[config.mk]
export PLATFORM = sky130hd
export DESIGN_NAME = rijndael_round_ctrl
export DESIGN_NICKNAME = d
export VERILOG_FILES = /design/src/rtl/rijndael_round_ctrl.sv
export SDC_FILE = /design/constraint.sdc
export NUM_CORES = 1
export LEC_CHECK = 0
export CAP_MARGIN = 10
export CORE_MARGIN = 4
export CORE_UTILIZATION = 30
export CTS_BUF_LIST = sky130_fd_sc_hd__clkbuf_2 sky130_fd_sc_hd__clkbuf_4 sky130_fd_sc_hd__clkbuf_8
export CTS_CLUSTER_DIAMETER = 150
export CTS_CLUSTER_SIZE = 24
export DETAILED_ROUTE_END_ITERATION = 10
export PLACE_DENSITY = 0.61
export SETUP_SLACK_MARGIN = 0.02
export SYNTH_ARGS = -nofsm -noshare
export SYNTH_HDL_FRONTEND = slang
export SYNTH_SLANG_ARGS = --single-unit
[constraint.sdc]
create_clock -name clk_i -period 1.9 [get_ports clk_i]
set_input_delay 0.38 -clock clk_i [delete_from_list [all_inputs] [get_ports clk_i]]
set_output_delay 0.38 -clock clk_i [all_outputs]
set_load 0.02 [all_outputs]
[src/rtl/rijndael_round_ctrl.sv]
// rtl/rijndael_round_ctrl.sv - round sequencer for an iterative Rijndael encryption core.
// Optional abort input enabled by defining RIJNDAEL_CTRL_ABORT_EN.
module rijndael_round_ctrl #(
  parameter  int NB = 4,
  parameter  int NK = 4,
  localparam int NR = ((NB > NK) ? NB : NK) + 6,
  localparam int RW = $clog2(NR + 1)
) (
  input  logic          clk_i,
  input  logic          rst_i,
  input  logic          in_valid_i,
  output logic          in_ready_o,
  output logic          out_valid_o,
  input  logic          out_ready_i,
`ifdef RIJNDAEL_CTRL_ABORT_EN
  input  logic          abort_i,
`endif
  output logic          ks_load_o,
  output logic          ks_enable_o,
  output logic          state_en_o,
  output logic          first_o,
  output logic          last_o,
  output logic [RW-1:0] round_o,
  output logic          busy_o
);

  if (NB < 4 || NB > 8 || NK < 4 || NK > 8) begin : g_bad_params
    $error("rijndael_round_ctrl: NB and NK must lie in 4..8");
  end

  localparam logic [RW-1:0] NR_W = RW'(NR);

  typedef enum logic [1:0] {
    S_IDLE,
    S_INIT,
    S_ROUND,
    S_DONE
  } state_e;

  state_e        state_q, state_d;
  logic [RW-1:0] round_q, round_d;
  logic          abort_w;

`ifdef RIJNDAEL_CTRL_ABORT_EN
  assign abort_w = abort_i && (state_q != S_IDLE);
`else
  assign abort_w = 1'b0;
`endif

  always_ff @(posedge clk_i) begin
    if (rst_i) begin
      state_q <= S_IDLE;
      round_q <= '0;
    end else begin
      state_q <= state_d;
      round_q <= round_d;
    end
  end

  always_comb begin
    state_d     = state_q;
    round_d     = round_q;
    in_ready_o  = 1'b0;
    out_valid_o = 1'b0;
    ks_load_o   = 1'b0;
    ks_enable_o = 1'b0;
    state_en_o  = 1'b0;
    first_o     = 1'b0;
    last_o      = 1'b0;
    busy_o      = 1'b0;
    round_o     = '0;

    case (state_q)
      S_IDLE: begin
        in_ready_o = 1'b1;
        round_d    = '0;
        if (in_valid_i) state_d = S_INIT;
      end
      S_INIT: begin
        ks_load_o = 1'b1;
        busy_o    = 1'b1;
        round_d   = '0;
        state_d   = S_ROUND;
      end
      S_ROUND: begin
        state_en_o = 1'b1;
        busy_o     = 1'b1;
        round_o    = round_q;
        first_o    = (round_q == '0);
        last_o     = (round_q == NR_W);
        if (round_q < NR_W) begin
          ks_enable_o = 1'b1;
          round_d     = round_q + RW'(1);
        end else begin
          round_d = '0;
          state_d = S_DONE;
        end
      end
      S_DONE: begin
        out_valid_o = 1'b1;
        round_d     = '0;
        // Releasing the result and taking a new job share one edge.
        if (out_ready_i) begin
          in_ready_o = 1'b1;
          state_d    = in_valid_i ? S_INIT : S_IDLE;
        end
      end
      default: begin
        state_d = S_IDLE;
        round_d = '0;
      end
    endcase

    if (abort_w) begin
      state_d     = S_IDLE;
      round_d     = '0;
      in_ready_o  = 1'b0;
      out_valid_o = 1'b0;
      ks_load_o   = 1'b0;
      ks_enable_o = 1'b0;
      state_en_o  = 1'b0;
      first_o     = 1'b0;
      last_o      = 1'b0;
    end

    // Reset masks every output combinationally, not just from the next edge.
    if (rst_i) begin
      in_ready_o  = 1'b0;
      out_valid_o = 1'b0;
      ks_load_o   = 1'b0;
      ks_enable_o = 1'b0;
      state_en_o  = 1'b0;
      first_o     = 1'b0;
      last_o      = 1'b0;
      busy_o      = 1'b0;
      round_o     = '0;
    end
  end

endmodule

== Word-level counts from Yosys, hierarchy flattened ==
Cells that the tools add are included.
Storage, ports and cells
  register bits after elaboration: 6
  latch bits: 0
  memory bits (writable): 0
  memory bits (read-only): 0
  output and inout port bits: 12
  word-level logic and storage cells: 43
  memories: 0
Operators by class
  add/sub/neg operators: 1
  $mul: 0
  div/mod/pow operators: 0
  $lt $le $gt $ge: 1
  eq/ne operators: 7
  shift-type cells: 0
  mux-type cells: 27
  bitwise logic cells: 0
  reduce and logical (&&, ||, !) cells: 5
Operators with widths (number)
  two-way mux 1 bit: 18
  two-way mux 4 bit: 3
  case mux 2 bit (4 select lines): 1
  case mux 4 bit (2 select lines): 1
  two-way mux 2 bit: 3
  != test 2 bit, second input constant: 3
  adder 4 x 1 -> 4 bit, second input constant: 1
  == test 2 bit, second input constant: 2
  == test 4 bit, second input constant: 1
  logical NOT 4 bit: 1
  less-than comparator 4 bit, second input constant: 1
  AND reduction 3 bit: 1
  OR reduction 3 bit: 1
  == test 2 x 1 -> 1 bit, second input constant: 1
  logical NOT 2 bit: 1
  case mux 1 bit (2 select lines): 1
  OR reduction 2 bit: 1

== Depth between registers and ports, before layout ==
  depth in word-level cells: 4
  depth in mapped cells: 5
  mapped depth without buffers: 5

== Worst setup path before layout ==
Ideal clock, no wire load.
  kind: register to output
  from: reg state_q[0]
  to: out last_o
  arrival time: 1633 ps
  data required time: 1520 ps
  setup slack: -113 ps
  cell stages (with the launch flop): 6
  buffers on the path: 0
  cells stage by stage: dfxtp_1 inv_1 ha_1 nor2b_1 and2_1 and3b_2
On the way
  word-level cells in the longest chain between the ends: 3
RTL lines
  start: declaration: line 40  | state_e state_q, state_d;
  start signal: assignment: line 55  | state_q <= state_d;
  == test 2 bit: line 73  | case (state_q)
  two-way mux 1 bit: line 73
  two-way mux 1 bit: line 127  | if (rst_i) begin
  end: declaration: line 22  | output logic last_o,
No other way between the ends.

== Worst setup path in the final report ==
Same ends and word-level chain as after synthesis.

==> impl_metrics.toml <==
[outcome]
status = "completed"

[final_layout]
fin_util_pct = 49.6
antennaDiodeCount = 0
instances_no_fill = 94
drive_gt1_share_pct = 36.7
syn2layout_area_growth_pct = 47.7
fin_nets = 92
finalInstanceArea_um2 = 678

[global_routing]
overflow = 0
grt_pass1_vias = 436
grt_antenna_before_repair = 0
grt_max_degree = 9
grt.total_usage_pct = 10.5
grt_pass1_wl_mm = 1.65

[clocking]
cts_buffers = 3
cts-resized-gates = 36
cts_sinks = 6
clk_path_buf_depth = 2
hold_buffers = 0
cts_tree = "yes"
htreeDepth = 1
clk_pin_slew_ns = 0.04
post_cts_buffers = 0
worstSkewPairLatency_ns = 0.24
root_buffer = "clkbuf_4"

[floorplan]
floorplan.initialDensity_pct = 33.6
core_area_um2 = 1370
dieHeight_um = 47.1
num_rows = 13
die_x_um = 47.1
die_area_um2 = 2220
io_pins = 16

[sta]
period_minus_slack_ns = 1.81
finalCritPeriodShare_pct = 95.2
finalSetupViolations = 0
clock-skew-final_ns = 0.00109
fmax_mhz = 553
rsz0062_at_grt = "false"
slew_violations = 0
finalHoldViolations = 0
fin_ws_ns = 0.0921
worstMarginPinSlew_ns = 0.453
timing.max_slew.rel_slack_pct = 69.5

[place]
place_congestion = 0.777
place.detailed.hpwl_um = 783
place_area_um2 = 683
pre_cts_ws_ns = -0.354
dpl.cell_count = 91
portBuffers = 15

[synthesis]
yosysWarnings = 0
synth_top_area_cell = "dfxtp_1"
synth_top_area_share_pct = 26.2
synthCells = 54
ys_seq_area_share_pct = 26.2
syn_avg_cell_area_um2 = 8.50
syn_area_um2 = 459
syn_nets = 65
synth_area_leaders = "dfxtp_1 26%, ha_1 19%, nor2b_1 5.4%, inv_1 4.9%, mux2_1 4.9%"
synth_cell_type_count = 25
ys_ff_latch = 6

[drt]
wl_per_cell_um = 9.79
num_vias = 441
dr.pass1.iters = 2
via_per_inst = 4.69
antenna_left = 0
totalWireLength_um = 920
drc_errors = 0
dr.first_iter.drc_count = 5

[critical_path]
end_kind = "output pin"
worstSetupPathType = "flop to output pin"
arrival_ns = 1.43
critPathLaunchType = "flop"
crit_required_ns = 1.52
critPathMaxFanout = 2

[power_and_ir_drop]
p_clk_share_pct = 15.7
swShare_pct = 37.8
power_density_nw_per_um2 = 1060
irDropWorstVdd_mv = 0.560
p_sw_mw = 0.271
p_comb_share_pct = 59.0
sequentialPowerShare_pct = 25.3
internal_power_mw = 0.445
power.static_leakage_nw = 0.345

[min_path]
hp-class = "flop to flop"

[run]
maxCapViolations = 0
[final cells by class]
class                      instances  area (um2)
clock buffer                       3        22.5
fill                             150         688
inverter                           6        22.5
multi-input combinational         41         322
sequential                         6         121
tap                               15        18.8
timing repair buffer              23         171
[power groups by stage]
stage | registers, mW | clock network (mW) | logic [mW]
after floorplan | 0.182 | 0 | 0.242
after global placement | 0.181 | 0 | 0.447
after detailed placement | 0.182 | 0 | 0.445
after CTS | 0.180 | 0.119 | 0.418
after global routing | 0.188 | 0.131 | 0.472
final | 0.181 | 0.113 | 0.423
[final timing paths]
check | startpoint | slack, ns | depth (start not counted) | endpoint
worst max-delay path | state_q[0] | 0.09 | 6 | last_o
worst min-delay path | round_q[0] | 0.49 | 1 | round_q[0]
worst max register to register | state_q[0] | 0.21 | 6 | state_q[0]
worst min register to register | round_q[0] | 0.49 | 1 | round_q[0]
[metrics by stage]
step	TNS, ns	total power [mW]	hold slack, ns
after floorplan	0	0.424	0.437
after global placement	-2.92	0.628	0.470
after detailed placement	-2.98	0.627	0.487
after CTS	0	0.716	0.497
after global routing	0	0.791	0.542
final	0	0.717	0.486
[cell usage after synthesis]
master,count
ha_1,7
nor4_1,1
and2b_1,1
a21oi_1,1
o21ai_2,1
nor2b_1,4
and3_1,1
mux2_1,2
or2b_1,1
nand2_1,2
nand4b_1,1
and2_2,2
and3_2,1
inv_1,6
xnor2_1,1
and3b_2,1
nor2_1,6
nand3_1,1
and2_1,3
nor3_1,1
dfxtp_1,6
a21boi_0,1
a31oi_1,1
a221o_1,1
buf_4,1
[per-layer routing]
layer	global-route usage [%]	part of all wire [%]	up-vias
met5	0	0	-
met4	3.31	0	0
met3	4.60	8.9	0
met2	17.9	46	12
met1	11.6	45	201
li1	-	-	228
[sequential cells by signal, summed over array words and instances, names as in the netlist]
name	cells
state_q	2
round_q	4
[placed cells by master (no fill, tap or decap), types with 2 or more instances in the layout]
master           Yosys  final
and2_1               3      2
and2_2               2      2
buf_2                0      6
buf_4                1     10
clkbuf_4             0      3
clkdlybuf4s50_1      0      3
dfxtp_1              6      5
dlygate4sd2_1        0      3
ha_1                 7      6
inv_1                6      6
mux2_1               2      2
nand2_1              2      2
nor2_1               6      6
nor2b_1              4      3
[worst max-delay path, cell delays in order (launching register included)]
cell and delay [ns]:
dfxtp_2 0.31, inv_1 0.05, ha_2 0.18, nor2b_2 0.15, and2_4 0.15, and3b_2 0.20, buf_4 0.15
[cells by family after synthesis]
group | Yosys count | share of synthesized area (%)
XOR/XNOR | 1 | 1.91
buffers and inverters | 7 | 6.54
AO/OA/AOI/OAI | 5 | 8.18
flip-flops | 6 | 26.2
AND/OR/NAND/NOR | 26 | 33.2
multiplexers | 2 | 4.90
adder cells (fa/ha/maj) | 7 | 19.1
Power figures use the tool's default switching activity.
